[config.mk]
export PLATFORM = sky130hd
export DESIGN_NAME = shift_reg_seq
export DESIGN_NICKNAME = d
export VERILOG_FILES = /design/src/rtl/shift_reg_seq.sv
export SDC_FILE = /design/constraint.sdc
export NUM_CORES = 1
export LEC_CHECK = 0
export BUFFER_PORTS_ARGS = -buffer_cell sky130_fd_sc_hd__buf_4
export CORE_AREA = 3 3 68 64
export CTS_BUF_LIST = sky130_fd_sc_hd__clkbuf_8 sky130_fd_sc_hd__clkbuf_16
export CTS_CLUSTER_SIZE = 12
export DETAILED_ROUTE_END_ITERATION = 6
export DIE_AREA = 0 0 71 67
export PLACE_DENSITY = 0.47
export SLEW_MARGIN = 20
export SYNTH_ARGS = -nofsm -noshare
export SYNTH_HDL_FRONTEND = slang
export SYNTH_SLANG_ARGS = --single-unit
[constraint.sdc]
create_clock -name Clk -period 2.3 [get_ports Clk]
set_clock_uncertainty 0.05 [all_clocks]
set_input_delay 0 -clock Clk [delete_from_list [all_inputs] [get_ports Clk]]
set_output_delay 0 -clock Clk [all_outputs]
set_load 0.02 [all_outputs]
[src/rtl/shift_reg_seq.sv]
// WIDTH-bit shift register with a built-in burst sequencer.
// Start launches Count single-bit shifts in one of four modes.
module shift_reg_seq #(
   parameter int WIDTH = 8,
   parameter int CNT_W = $clog2(WIDTH + 1)
) (
   input  logic             Clk,
   input  logic             Reset,
   input  logic             Load,
   input  logic [WIDTH-1:0] D,
   input  logic             Start,
   input  logic [CNT_W-1:0] Count,
   input  logic [1:0]       Mode,
   input  logic             Shift_In,
   output logic [WIDTH-1:0] Data_Out,
   output logic             Shift_Out,
   output logic             Busy,
   output logic             Done
);

   typedef enum logic [1:0] {
      IDLE  = 2'd0,
      SHIFT = 2'd1,
      DONE  = 2'd2
   } state_t;

   localparam logic [1:0] M_LSR = 2'b00;
   localparam logic [1:0] M_ASR = 2'b01;
   localparam logic [1:0] M_LSL = 2'b10;
   localparam logic [1:0] M_ROR = 2'b11;

   state_t           state_q, state_n;
   logic [WIDTH-1:0] data_q, data_n;
   logic [CNT_W-1:0] rem_q, rem_n;
   logic [1:0]       mode_q, mode_n;

   function automatic logic [WIDTH-1:0] shifted(
      input logic [WIDTH-1:0] d,
      input logic [1:0]       m,
      input logic             si
   );
      logic [WIDTH-1:0] r;
      unique case (m)
         M_LSR:   r = {si, d[WIDTH-1:1]};
         M_ASR:   r = {d[WIDTH-1], d[WIDTH-1:1]};
         M_LSL:   r = {d[WIDTH-2:0], si};
         M_ROR:   r = {d[0], d[WIDTH-1:1]};
         default: r = d;
      endcase
      return r;
   endfunction

   always_comb begin
      state_n = state_q;
      data_n  = data_q;
      rem_n   = rem_q;
      mode_n  = mode_q;
      unique case (state_q)
         IDLE: begin
            if (Load) begin
               data_n = D;
            end else if (Start) begin
               mode_n  = Mode;
               rem_n   = Count;
               state_n = (Count == '0) ? DONE : SHIFT;
            end
         end
         SHIFT: begin
            data_n = shifted(data_q, mode_q, Shift_In);
            rem_n  = rem_q - CNT_W'(1);
            if (rem_q == CNT_W'(1))
               state_n = DONE;
         end
         DONE: begin
            state_n = IDLE;
         end
         default: begin
            state_n = IDLE;
         end
      endcase
   end

   always_ff @(posedge Clk) begin
      if (Reset) begin
         state_q <= IDLE;
         data_q  <= '0;
         rem_q   <= '0;
         mode_q  <= M_LSR;
      end else begin
         state_q <= state_n;
         data_q  <= data_n;
         rem_q   <= rem_n;
         mode_q  <= mode_n;
      end
   end

   // Left shifts drain from the MSB end, every other mode from the LSB end.
   assign Shift_Out = (mode_q == M_LSL) ? data_q[WIDTH-1] : data_q[0];
   assign Data_Out  = data_q;
   assign Busy      = (state_q == SHIFT);
   assign Done      = (state_q == DONE);

endmodule

==> out/metrics.yaml <==
outcome:
  status: "completed"
detailed_routing:
  dr.pass1.iters: 4
  vias_per_cell: 4.862
  num_vias: 948
  met1_length_um: 1013
  wl_um: 2355
  top_layer: "met4"
  drtIter0Drc: 46
  antenna_left: 0
  post_drt_wl_per_cell_um: 12.08
  drcViolationCount: 0
  wl_met2_um: 1174
  dr_wl_met3_um: 149
cts:
  cts_buffers: 3
  cts.clk_slew.worst_paths_ns: 0.06
  clock_latency_ns: 0.25
  cts.htree.levels: 1
  cts_resized: 0
  cts_buffer_depth: 2
  cts_root_buf: "clkbuf_8"
  cts_tree: "done"
  clock-sinks: 16
finish:
  drive_above_1_share: 0.2617
  antenna_cells: 0
  fin_nets: 172
  syn2layout_area_growth_pct: 37.96
  fillCellCount: 404
  final_area_sq_um: 1255
global_route:
  grt_pass1_vias: 961
  grt_max_degree: 21
  grt.overflow.total: 0
  grt_usage: 0.1076
  grt_pass1_wl_um: 4077
  antenna_found_initial: 0
setup_path:
  startpoint: "state_q[0]"
  critPathCaptureType: "register"
  path_depth: 4
  critPathMaxStageDelay_ns: 0.67
  crit_fanout: 10
  rr_startpoint: "state_q[0]"
  cp_top_family: "simple AND/OR/NAND/NOR gates"
  cp.arrival_ns: 2.17
  endpoint: "mode_q[1]"
  r2r-end: "mode_q[1]"
  cp.buffers_inverters: 1
  required_ns: 2.39
  r2r_setup_slack_ns: 0.22
  crit_chain: "nor4b_4, mux2i_1, nor2_1, dlygate4sd3_1"
  reg2reg_depth: 4
  worstSetupStartpointType: "register"
  path_class: "register to register"
  crit_slowest_cell: "nor4b_4"
synthesis:
  ys_warn_count: 0
  seq_area_frac_synth: 0.3521
  synth-seq-cells: 16
  synth_compound_gate_area_share: 0.2338
  netlist_area_sq_um: 909.6
  netlist_instances: 116
  synthXorXnorAreaFrac: 0
  synthSimpleGateAreaFrac: 0.2971
  ys_types: 32
  synth.net_count: 137
  yosys.area_share.adder: 0.02751
  synth.avg_cell_area_sq_um: 7.842
  synthMuxAreaShare: 0.02201
  synth_top_family_by_area: "simple AND/OR/NAND/NOR gates"
sta:
  tightestPinTransition_ns: 0.6527
  finalMaxSlewViolations: 0
  finalSetupViolations: 0
  hold_viol: 0
  rsz0062_at_grt: "false"
  fin_crit_ns: 2.080
  worst_slack_ns: 0.2198
  relSlewSlack: 0.5630
  fmax_ghz: 0.4807
  period_share: 0.9044
  final.setup.tns_ns: 0
hold_path:
  whs_path_depth: 3
  hold_path.class: "primary input to register"
pwr:
  power_density_nw_per_um2: 609.2
  leakage_nw: 0.5319
  vdd_drop_max_mv: 0.2503
floorplanning:
  die_h_um: 67
  dieWidth_um: 71
  die-area_sq_um: 4757
  floorplan.rows: 21
  design.portCount: 30
  coreArea_sq_um: 3679
  initial_utilization: 0.2473
placed_design:
  place_area_sq_um: 1154
  hpwl_um: 1784
  gp_congestion: 0.8114
  port_buffers: 29
  dp_slack_ns: 0.6427
job:
  max_cap_viol_count: 0
-- synth_stat cells --
master	n	share of area
o21ai_0	1	0.0055
a311oi_1	1	0.0096
buf_6	2	0.025
inv_1	5	0.021
nand2_1	19	0.078
nor2_2	1	0.0069
nor2b_1	2	0.014
ha_1	2	0.028
nand2b_2	1	0.0096
dfxtp_1	16	0.35
inv_2	1	0.0041
nor3b_1	2	0.017
a21boi_0	1	0.0083
nor3_1	3	0.017
a22o_1	7	0.067
or4_4	1	0.012
nand3b_1	1	0.0083
nor4_1	1	0.0069
nand2b_1	2	0.014
clkbuf_1	3	0.012
or3_1	1	0.0069
a31oi_1	8	0.055
buf_2	1	0.0055
mux2i_1	2	0.022
a21o_1	1	0.0083
nor4b_4	1	0.026
nor2_1	18	0.074
a221oi_1	1	0.0096
a21oi_1	8	0.044
a32oi_1	1	0.0096
a221oi_2	1	0.017
and2_1	1	0.0069
-- per-layer routing --
layer | GRT usage | vias up
li1 | - | 477
met1 | 0.1173 | 445
met2 | 0.1979 | 22
met3 | 0.03469 | 4
met4 | 0.03286 | 0
met5 | 0 | -
-- area by class of cell --
type / instances / area (sq um) / share of cell area
timing repair buffer: 36 / 285.3 / 0.2273
clock buffer: 3 / 41.29 / 0.03290
sequential: 16 / 320.3 / 0.2552
multi-input combinational: 88 / 528.0 / 0.4207
tap: 46 / 57.56 / 0.04586
inverter: 6 / 22.52 / 0.01795
-- how the worst min path moves through the flow --
stage | start | endpoint | slack (ns)
detailed placement | Mode[0] | mode_q[0] | 0.20
global route | Count[2] | rem_q[2] | 0.02
global placement | Mode[0] | mode_q[0] | 0.19
finish | Count[3] | rem_q[3] | 0.003
CTS | Count[3] | rem_q[3] | 0.003
floorplan | Mode[0] | mode_q[0] | 0.09
-- repair_timing --
item	4_1_cts	5_1_grt
buffers inserted	0	0
hold buffers	6	0
endpoints found under the hold margin	8	0
-- sequential cells by signal, summed over array words and instances, names as in the netlist --
name,count
Data_Out,8
rem_q,4
state_q,2
mode_q,2
-- cells by family after synthesis --
group | Yosys count
and+or+nand+nor | 54
buffers and inverters | 12
muxes | 2
adders and majority gates | 2
AOI/OAI and AO/OA | 30
DFF | 16
-- through the flow --
stage	util	hold slack, ns	power (mW)	cells
2_1_floorplan	-	0.08862	0.4766	116
3_3_place_gp	0.3136	0.1857	0.5550	186
3_5_place_dp	0.3136	0.1953	0.5564	186
4_1_cts	0.3412	0.003311	0.7794	195
5_1_grt	0.3412	0.02110	0.8225	195
6_report	0.3412	0.003073	0.7645	195
-- power breakdown --
part           internal [mW]  switching, mW  leakage [nW]
registers              0.305         0.0334         0.132
clock network          0.116         0.0924        0.0216
logic                  0.107          0.110         0.378
total                  0.528          0.236         0.532
-- tightest hold or removal path, stage by stage --
cell,delay [ns]
buf_4,0.08
a31oi_1,0.06
a21oi_1,0.11
-- layout by cell type (no fill, tap or decap), types with 2 or more instances in the layout --
master,instances
ha_1,2
nor2_1,18
nor3b_1,2
a21oi_1,8
buf_4,30
dlygate4sd3_1,6
nand2b_1,2
nand2_1,19
dfxtp_1,16
a22o_1,7
clkbuf_8,3
nor2b_1,2
a31oi_1,8
nor3_1,3
mux2i_1,2
inv_1,5
(Power assumes the default switching activity.)
